File: config.mk
export PLATFORM = sky130hd
export DESIGN_NAME = bit_serializer
export DESIGN_NICKNAME = d
export VERILOG_FILES = /design/src/rtl/bit_serializer.sv
export SDC_FILE = /design/constraint.sdc
export NUM_CORES = 1
export LEC_CHECK = 0
export ABC_AREA = 1
export CORE_MARGIN = 8
export CORE_UTILIZATION = 27
export CTS_CLUSTER_DIAMETER = 200
export CTS_CLUSTER_SIZE = 12
export DETAILED_ROUTE_END_ITERATION = 6
export PLACE_DENSITY = 0.61
export RECOVER_POWER = 25
export SLEW_MARGIN = 10
export SYNTH_ARGS = -nofsm -noshare
export SYNTH_HDL_FRONTEND = slang
export SYNTH_SLANG_ARGS = --single-unit
File: constraint.sdc
create_clock -name clk -period 1.7 [get_ports clk]
set_clock_uncertainty 0.2 [all_clocks]
set_input_delay 0.255 -clock clk [delete_from_list [all_inputs] [get_ports clk]]
set_output_delay 0.255 -clock clk [all_outputs]
set_load 0.01 [all_outputs]
File: src/rtl/bit_serializer.sv
// MSB-first parallel-to-serial converter paced by a bit_en tick, with back-to-back word chaining.
// Optional even-parity bit after the LSB when SERIALIZER_PARITY_EN is defined.
module bit_serializer #(
  parameter int WIDTH = 8
) (
  input  logic             clk,
  input  logic             rst,
  input  logic [WIDTH-1:0] load_data,
  input  logic             load_valid,
  output logic             load_ready,
  input  logic             bit_en,
  output logic             serial_out,
  output logic             serial_valid,
  output logic             word_done,
  output logic [1:0]       state_dbg
);

  // Handshake: a word transfers on a rising edge where load_valid and load_ready are both 1;
  // load_ready never depends on load_valid, and offered data is ignored while load_ready is 0.

  localparam int CW = $clog2(WIDTH);

`ifdef SERIALIZER_PARITY_EN
  typedef enum logic [1:0] {IDLE = 2'd0, SHIFT = 2'd1, PARITY = 2'd2} state_t;
`else
  typedef enum logic [1:0] {IDLE = 2'd0, SHIFT = 2'd1} state_t;
`endif

  state_t           state_q;
  state_t           state_d;
  logic [CW-1:0]    cnt;
  logic [WIDTH-1:0] shreg;
  logic             last_bit;
  logic             final_tick;
  logic             accept;
`ifdef SERIALIZER_PARITY_EN
  logic             par_q;
`endif

  assign last_bit = (cnt == CW'(WIDTH - 1));
`ifdef SERIALIZER_PARITY_EN
  assign final_tick = (state_q == PARITY) && bit_en;
`else
  assign final_tick = (state_q == SHIFT) && last_bit && bit_en;
`endif
  assign accept = load_valid && load_ready;

  // The serial bit is the shift register MSB, so it is a flop output with no logic behind it.
  assign serial_out = shreg[WIDTH-1];

  always_ff @(posedge clk) begin
    if (rst) begin
      state_q <= IDLE;
    end else begin
      state_q <= state_d;
    end
  end

  always_comb begin
    state_d = state_q;
    case (state_q)
      IDLE: begin
        if (accept) state_d = SHIFT;
      end
      SHIFT: begin
        if (bit_en && last_bit) begin
`ifdef SERIALIZER_PARITY_EN
          state_d = PARITY;
`else
          state_d = accept ? SHIFT : IDLE;
`endif
        end
      end
`ifdef SERIALIZER_PARITY_EN
      PARITY: begin
        if (bit_en) state_d = accept ? SHIFT : IDLE;
      end
`endif
      default: state_d = IDLE;
    endcase
  end

  always_comb begin
    load_ready = !rst && ((state_q == IDLE) || final_tick);
    state_dbg  = state_q;
  end

  always_ff @(posedge clk) begin
    if (rst) begin
      cnt          <= '0;
      shreg        <= '0;
      serial_valid <= 1'b0;
      word_done    <= 1'b0;
`ifdef SERIALIZER_PARITY_EN
      par_q        <= 1'b0;
`endif
    end else begin
      word_done <= final_tick;
      if (accept) begin
        shreg        <= load_data;
        cnt          <= '0;
        serial_valid <= 1'b1;
`ifdef SERIALIZER_PARITY_EN
        par_q        <= ^load_data;
`endif
      end else begin
        case (state_q)
          IDLE: begin
          end
          SHIFT: begin
            if (bit_en) begin
              if (!last_bit) begin
                shreg <= shreg << 1;
                cnt   <= cnt + CW'(1);
              end else begin
`ifdef SERIALIZER_PARITY_EN
                shreg <= {par_q, {(WIDTH-1){1'b0}}};
`else
                shreg        <= '0;
                serial_valid <= 1'b0;
`endif
              end
            end
          end
`ifdef SERIALIZER_PARITY_EN
          PARITY: begin
            if (bit_en) begin
              shreg        <= '0;
              serial_valid <= 1'b0;
            end
          end
`endif
          default: begin
            shreg        <= '0;
            serial_valid <= 1'b0;
          end
        endcase
      end
    end
  end

endmodule
==> results of run 1 <==
==> layer usage <==
metal,up-vias,part of all wire [%]
li1,416,-
met1,350,48
met2,19,46
met3,2,6.1
met4,0,0.40
met5,-,0
==> worst reg2reg max path: cells and delay by family, from the launching register on <==
family / cells / cell delay [ns]
AND/OR/NAND/NOR: 6 / 0.46
flip-flops: 1 / 0.36
adder cells (fa/ha/maj): 2 / 0.26
buffers and inverters: 2 / 0.20
==> per-stage QoR <==
| step | setup WS, ns | power [mW] | instances | utilization [%] | area (µm²) |
|---|---|---|---|---|---|
| 3_5_place_dp | -0.264 | 0.541 | 171 | 37.2 | 1030 |
| 2_1_floorplan | 0.0849 | 0.469 | 119 | - | 796 |
| 4_1_cts | -0.0216 | 0.736 | 174 | 38.6 | 1070 |
| 3_3_place_gp | -0.251 | 0.537 | 171 | 37.2 | 1030 |
| 6_report | 0.0404 | 0.730 | 174 | 39.5 | 1100 |
| 5_1_grt | -0.0160 | 0.777 | 174 | 39.5 | 1100 |
==> cells in the final DEF (no fill, tap or decap), drive strengths merged <==
master,n
conb,1
clkdlybuf4s25,1
nor2,10
inv,22
nand2,37
a21oi,4
nor3,1
nand3,7
clkbuf,3
buf,10
dfxtp,14
clkdlybuf4s50,14
ha,2
nand4,7
or2,1
o21ai,8
xor2,1
==> logic make-up after synthesis <==
logic type                 share of synthesized area, %
buffers and inverters                              13.8
adders and majority gates                          3.14
AOI/OAI and AO/OA                                  8.02
xor gates and xnor gates                           1.10
and+or+nand+nor                                    38.2
other                                             0.471
DFF                                                35.2
==> sequential cells by signal, summed over array words and instances, names as in the netlist <==
signal and cells:
cnt 3, word_done 1, state_dbg 1, shreg 8, serial_valid 1
==> where the power goes <==
part	internal [mW]	total [mW]	switching, mW
combinational	0.0834	0.175	0.0918
sequential	0.350	0.363	0.0128
clock	0.0822	0.192	0.110
==> worst max-delay path by stage <==
stage,from,endpoint,cells past startpoint
after floorplan,cnt[0],shreg[7],9
after global placement,bit_en,load_ready,4
after detailed placement,bit_en,load_ready,4
after CTS,cnt[0],load_ready,5
after global routing,cnt[0],load_ready,5
final,cnt[0],load_ready,5
==> area by class of cell <==
class / instances / area [µm²] / area share [%]
Timing Repair Buffer: 25 / 226 / 20.6
Inverter: 22 / 82.6 / 7.52
Multi-Input combinational cell: 79 / 442 / 40.2
Tap cell: 31 / 38.8 / 3.53
Clock buffer: 3 / 22.5 / 2.05
Sequential cell: 14 / 287 / 26.1
==> reports/qor.yml, run 1 <==
synth.distinct_cells: 24
layout-drive-gt1-share_pct: 21.7
synth_top_area_share_pct: 35.2
cts_buffers: 3
yosys-top-cells-area: "dfxtp_1 (35%), nand2_1 (16%), inv_1 (9.4%)"
crit_required_ns: 1.24
drtAntennaViolNets: 0
syn-num-nets: 133
clk_path_buf_depth: 2
setup_violations: 0
maxCapViolations: 0
synth_top_area_cell: "dfxtp_1"
die_y_um: 70.3
grt_overflow: 0
initial_core_util_pct: 28.6
diodes: 0
post_drt_wl_per_cell_um: 11.5
synthArstFlopShare_pct: 0
drt_iter0_drc: 46
p_leak_nw: 0.546
cts_root_buffer: "clkbuf_4"
synth.most_common_cell: "nand2_1"
place.gp.congestion: 0.766
critPathCaptureType: "primary output"
critPathSlowestCell: "dfxtp_2"
tns_ns: 0
p_per_area_mw_per_mm2: 665
dp_hpwl_mm: 1.38
drt_pass1_iterations: 4
num_rows: 19
grt_util_met1_pct: 8.97
vias: 787
synthCells: 119
cts.clk_slew.worst_paths_ns: 0.09
max_stage_delay_ns: 0.36
nFillCells: 293
area_growth_pct: 38.0
synth_commonest_cells: "nand2_1 (33), inv_1 (20), dfxtp_1 (14)"
ff2ff_path_depth: 10
reg2reg_slack_ns: 0.13
fin_nets: 159
r2r_start: "cnt[0]"
drc: 0
globalRouteMet2Util_pct: 14.1
synthFlopType: "dfxtp_1"
crit_buf_inv: 1
die_w_um: 70.3
synth_area_per_cell_um2: 6.69
hold_class: "register to register"
cts_tree: "done"
track_usage_pct: 8.23
cts_repair_resize_count: 11
crit_chain: "ha_4, ha_4, nand2_2, a21oi_2, buf_2"
ios: 18
worst_hold_slack_ns: 0.283
cp_top_family: "flip-flops"
grt_max_degree: 18
fmax_mhz: 603
cp_data_arrival_time_ns: 1.20
first_global_vias: 816
routed_wl_mm: 2.00
path_max_fanout: 2
htreeDepth: 1
synth_edf_count: 0
grt.met3_usage_pct: 3.67
core_mm2: 0.00278
busiest_layer: "met2"
hold_depth: 2
syn_area_um2: 796
seq_area_frac_synth_pct: 35.2
clock_sinks: 14
grt_first_pass_wirelength_mm: 3.44
clk_latency_ns: 0.29
numPortBuffers: 16
reg2reg_to: "shreg[3]"
min_to: "shreg[0]"
antenna_found_initial: 0
finalCritPeriodShare_pct: 97.6
outcome: "completed"
drt-vias-per-instance: 4.52
finalHoldViolations: 0
min_from: "shreg[0]"
vdd_drop_max_mv: 0.352
final.min_clock_period_ns: 1.66
dieArea_mm2: 0.00494
hold_buffers: 0
rsz0062_at_grt: "yes"
criticalPathCategory: "register to primary output"
cp-start-kind: "register"
yosys_warnings: 0
final-max-slew-violation-count: 0
cpMostUsedCell: "ha_4"
post-cts-setup-buffer-count: 0
ys_ff_latch: 14
No activity file was read; power rests on OpenSTA's default activity.
==> inputs of run 2 (changes only) <==
Settings changed: CELL_PAD_IN_SITES_DETAIL_PLACEMENT from default to 1, CELL_PAD_IN_SITES_GLOBAL_PLACEMENT from default to 2, CORE_UTILIZATION 27 to 23, PLACE_DENSITY 0.61 to 0.83.
==> run 2 against run 1 <==
Non-clock buffer count grew 2. Setup slack lost 0.025 ns. Clock power grew 33%. Maximum frequency shrank 1.5%. Design area grew 4.3%. Critical path type unchanged. Critical endpoint unchanged. Largest cell class unchanged. Largest power group unchanged. Highest routed layer unchanged.
==> reports/qor.yml, run 2 (synthesis gave the netlist of run 1 again) <==
cts_root_buffer: "clkbuf_4"
drt_pass1_iterations: 3  # -1
layout_common_cells: "nand2_1 (33), inv_1 (20), clkdlybuf4s50_1 (14)"
p_per_area_mw_per_mm2: 698  # +5.1%
drt-vias-per-instance: 4.27  # -5.7%
cts_buffers: 3  # unchanged
htreeDepth: 1  # unchanged
core_mm2: 0.00334  # +20%
drtAntennaViolNets: 0  # unchanged
largest_reg_flops: 8  # unchanged
drt_iter0_drc: 21  # -54%
crit_buf_inv: 1  # unchanged
clock_sinks: 14  # unchanged
place.gp.congestion: 0.757  # -1.1%
num_rows: 21  # +2
finalCritPeriodShare_pct: 99.1  # +1.5 points
top_register: "shreg"
postPlaceCellArea_mm2: 0.00106  # +2.5%
antenna_found_initial: 0  # unchanged
final.min_clock_period_ns: 1.68  # +0.0251 ns
preCtsSetupSlack_ns: -0.252  # +0.0124 ns
globalRouteMet2Util_pct: 15.9  # +1.8 points
grt_overflow: 0  # unchanged
finalHoldViolations: 0  # unchanged
max_stage_delay_ns: 0.37  # about the same
initial_core_util_pct: 23.8  # -4.8 points
largest_registers: "shreg: 8 flops, cnt: 3 flops"
hold_class: "register to register"
clk_path_buf_depth: 2  # unchanged
ios: 18  # unchanged
clk_latency_ns: 0.30  # about the same
post_drt_wl_per_cell_um: 11.8  # +2.7%
rsz0062_at_grt: "yes"
cp-start-kind: "register"
dp_hpwl_mm: 1.75  # +26%
die_w_um: 74.8  # +6.4%
drc: 0  # unchanged
vias: 819  # +4.1%
setup_violations: 0  # unchanged
area_growth_pct: 44.0
path_max_fanout: 2  # unchanged
cpMostUsedCell: "ha_4"
crit_required_ns: 1.24  # about the same
critPathCaptureType: "primary output"
grt_first_pass_wirelength_mm: 3.92  # +14%
die_y_um: 74.8  # +6.4%
fmax_mhz: 594  # -1.5%
dieArea_mm2: 0.00560  # +13%
track_usage_pct: 9.20  # +0.97 points
grt.met3_usage_pct: 1.60  # -2.1 points
diodes: 0  # unchanged
outcome: "completed"
grt_util_met1_pct: 9.84  # +0.87 points
vdd_drop_max_mv: 0.320  # -9.2%
numPortBuffers: 16  # unchanged
grt_max_degree: 18  # unchanged
maxCapViolations: 0  # unchanged
p_leak_nw: 0.572  # +4.9%
p_total_mw: 0.800  # +9.6%
utilization_pct: 34.3  # -5.2 points
layout-drive-gt1-share_pct: 21.9  # +0.24 points
criticalPathCategory: "register to primary output"
routed_wl_mm: 2.27  # +13%
fin_area_mm2: 0.00115  # +4.3%
reg2reg_slack_ns: 0.06  # -0.07 ns
fin_nets: 161  # +1.3%
mostFrequentLayoutCell: "nand2_1"
fin_ws_ns: 0.0153  # -0.0251 ns
cts.clk_slew.worst_paths_ns: 0.10  # about the same
first_global_vias: 919  # +13%
cp_top_family: "flip-flops"
cp_data_arrival_time_ns: 1.23  # +0.03 ns
final-max-slew-violation-count: 0  # unchanged
cts_tree: "done"
critPathSlowestCell: "dfxtp_2"
busiest_layer: "met2"
crit_chain: "ha_4, ha_4, nand2_4, a21oi_2, buf_2"
nFillCells: 433  # +48%
run 2: power by group:
part           internal, mW  switching, mW
Clock                 0.131          0.125
Combinational        0.0855         0.0980
Sequential            0.350         0.0111
Total                 0.566          0.234
run 2: cell type report:
cell class | count | area [µm²] | area share, %
flip-flops and latches | 14 | 283 | 24.7
well taps | 46 | 57.6 | 5.02
repair buffers | 27 | 240 | 21.0
inverters | 22 | 82.6 | 7.21
clock buffers | 4 | 36.3 | 3.17
multi-input cells | 79 | 447 | 39.0
run 2: final timing paths:
kind | start | end | cells after the start
setup reg to reg | cnt[0] | shreg[3] | 10
hold / removal | shreg[0] | shreg[0] | 2
hold reg to reg | shreg[0] | shreg[0] | 2
setup / recovery | cnt[0] | load_ready | 5
run 2: worst min-delay path, stage by stage (launching register included):
cell	delay (ns)
dfxtp_1	0.33
nand2_2	0.06
a21oi_1	0.05
run 2: timing repair:
action | 4_1_cts | 5_1_grt
pin swaps | 0 | 1
endpoints found under the setup margin | 9 | 5
buffers inserted | 1 | 0
resized for setup | 13 | 4
hold buffers | 0 | 0
run 2: per-layer routing:
layer	part of all wire, %	vias to the layer above
met5	0	-
met4	3.3	0
met3	1.4	5
met2	50	11
met1	45	384
li1	-	419
run 2: stage by stage:
stage	setup TNS, ns	hold WS, ns	instances
final	0	0.273	192
after global routing	-0.185	0.315	192
after CTS	-0.00991	0.276	192
after detailed placement	-1.25	0.259	187
after global placement	-0.927	0.256	187
after floorplan	0	0.124	119
==> inputs of run 3 (changes only) <==
==> constraint.sdc (replaced) <==
create_clock -name clk -period 1.7 [get_ports clk]
set_clock_uncertainty 0.2 [all_clocks]
set_input_delay 0.34 -clock clk [delete_from_list [all_inputs] [get_ports clk]]
set_output_delay 0.34 -clock clk [all_outputs]
set_load 0.01 [all_outputs]
==> run 3 against run 2 <==
Clock-buffer cell count shrank 1. Largest cell class unchanged. Combinational power is essentially flat. Sequential share of layout area grew 0.60 points. Register-to-register slack is essentially flat. The run now ends with negative setup slack left. Critical path depth is the same. Setup slack lost 0.082 ns. Wire length grew 1.2%. Via count shrank 1.1%. Flip-flop and latch count is the same.
==> reports/qor.yml, run 3 (synthesis gave the netlist of run 1 again) <==
outcome: "complete, but fails checks"
violations: "negative setup slack"
cts.clk_slew.worst_paths_ns: 0.09  # about the same
fmax_mhz: 566  # -4.7%
crit_chain: "ha_4, ha_4, nand2_2, a21oi_2, buf_2"
top_register: "shreg"
largest_reg_flops: 8  # unchanged
setup_violations: 1  # +1
utilization_pct: 34.0  # -0.37 points
core_mm2: 0.00334  # unchanged
grt_max_degree: 18  # unchanged
ios: 18  # unchanged
postPlaceCellArea_mm2: 0.00107  # +1.2%
drtAntennaViolNets: 0  # unchanged
die_w_um: 74.8  # unchanged
dieArea_mm2: 0.00560  # unchanged
routed_wl_mm: 2.30  # +1.2%
die_y_um: 74.8  # unchanged
area_growth_pct: 42.5
htreeDepth: 1  # unchanged
fin_ws_ns: -0.0672  # -0.0825 ns
fin_area_mm2: 0.00113  # -1.1%
antenna_found_initial: 0  # unchanged
post-cts-setup-buffer-count: 0  # -1
cts_buffers: 3  # unchanged
tns_ns: -0.0672  # -0.0672 ns
maxCapViolations: 0  # unchanged
fin_nets: 160  # -0.62%
finalCritPeriodShare_pct: 104  # +4.9 points
vdd_drop_max_mv: 0.352  # +10%
final-max-slew-violation-count: 0  # unchanged
diodes: 0  # unchanged
crit_required_ns: 1.16  # -0.08 ns
vias: 810  # -1.1%
clock_sinks: 14  # unchanged
dp_hpwl_mm: 1.78  # +1.9%
largest_registers: "shreg: 8 flops, cnt: 3 flops"
final.min_clock_period_ns: 1.77  # +0.0825 ns
drc: 0  # unchanged
grt_first_pass_wirelength_mm: 3.84  # -2.1%
clk_latency_ns: 0.28  # -0.02 ns
cp-start-kind: "register"
nFillCells: 428  # -1.2%
place.gp.congestion: 0.749  # -1.1%
numPortBuffers: 16  # unchanged
cp_data_arrival_time_ns: 1.23  # about the same
post_drt_wl_per_cell_um: 12.1  # +2.3%
p_per_area_mw_per_mm2: 655  # -6.2%
drt_iter0_drc: 39  # +86%
critPathSlowestCell: "dfxtp_2"
finalHoldViolations: 0  # unchanged
num_rows: 21  # unchanged
rsz0062_at_grt: "yes"
track_usage_pct: 8.85  # -0.35 points
hold_class: "register to register"
clk_path_buf_depth: 2  # unchanged
drt_pass1_iterations: 4  # +1
criticalPathCategory: "register to primary output"
critPathCaptureType: "primary output"
drt-vias-per-instance: 4.26  # about the same
layout-drive-gt1-share_pct: 21.5  # -0.39 points
cts_root_buffer: "clkbuf_4"
layout_common_cells: "nand2_1 (33), inv_1 (20), dfxtp_1 (11), clkdlybuf4s50_1 (11)"
grt_overflow: 0  # unchanged
cts_tree: "done"
initial_core_util_pct: 23.8  # unchanged
max_stage_delay_ns: 0.36  # about the same
cpMostUsedCell: "ha_4"
cp_top_family: "flip-flops"
crit_buf_inv: 1  # unchanged
mostFrequentLayoutCell: "nand2_1"
first_global_vias: 860  # -6.4%
p_leak_nw: 0.565  # -1.3%
path_max_fanout: 2  # unchanged
run 3: layout make-up:
type                       instances  area, µm²  share of cell area (%)
multi-input combinational         79        442                    39.0
inverter                          22       82.6                    7.28
timing repair buffer              26        243                    21.4
clock buffer                       3       22.5                    1.99
tap                               46       57.6                    5.08
sequential                        14        287                    25.3
run 3: final timing paths:
path | from | endpoint | slack [ns] | cells after the start
max | cnt[0] | load_ready | -0.07 | 5
min | shreg[0] | shreg[0] | 0.28 | 2
max reg2reg | cnt[0] | shreg[7] | 0.07 | 10
min reg2reg | shreg[0] | shreg[0] | 0.28 | 2
run 3: power by group:
group,switching (mW),internal (mW)
combinational,0.0993,0.0854
clock,0.115,0.0822
sequential,0.0112,0.350
run 3: repair_timing:
item,CTS,global route
resized for setup,16,3
hold buffers,0,0
pin swaps,0,0
endpoints found under the setup margin,7,5
run 3: worst register-to-register path: stages (launching register included):
cell	delay [ns]
dfxtp_2	0.34
ha_4	0.16
ha_4	0.16
nand2_2	0.08
buf_4	0.13
nand2_4	0.06
nand3_4	0.07
buf_4	0.16
nor2_4	0.04
nor2_1	0.11
nor2_2	0.04
run 3: routing by layer:
metal / vias up / wire length (µm) / global-route usage (%)
li1: 416 / - / -
met1: 378 / 988 / 9.40
met2: 11 / 1230 / 16.1
met3: 5 / 37 / 1.60
met4: 0 / 41 / 4.57
met5: - / 0 / 0
run 3: stage by stage:
stage          setup slack [ns]  power, mW  std cells  hold WS [ns]
2_1_floorplan            0.0849      0.469        119         0.209
3_3_place_gp             -0.454      0.547        187         0.258
3_5_place_dp             -0.448      0.555        187         0.264
4_1_cts                 -0.0817      0.749        190         0.279
5_1_grt                  -0.131      0.784        190         0.313
6_report                -0.0672      0.743        190         0.276
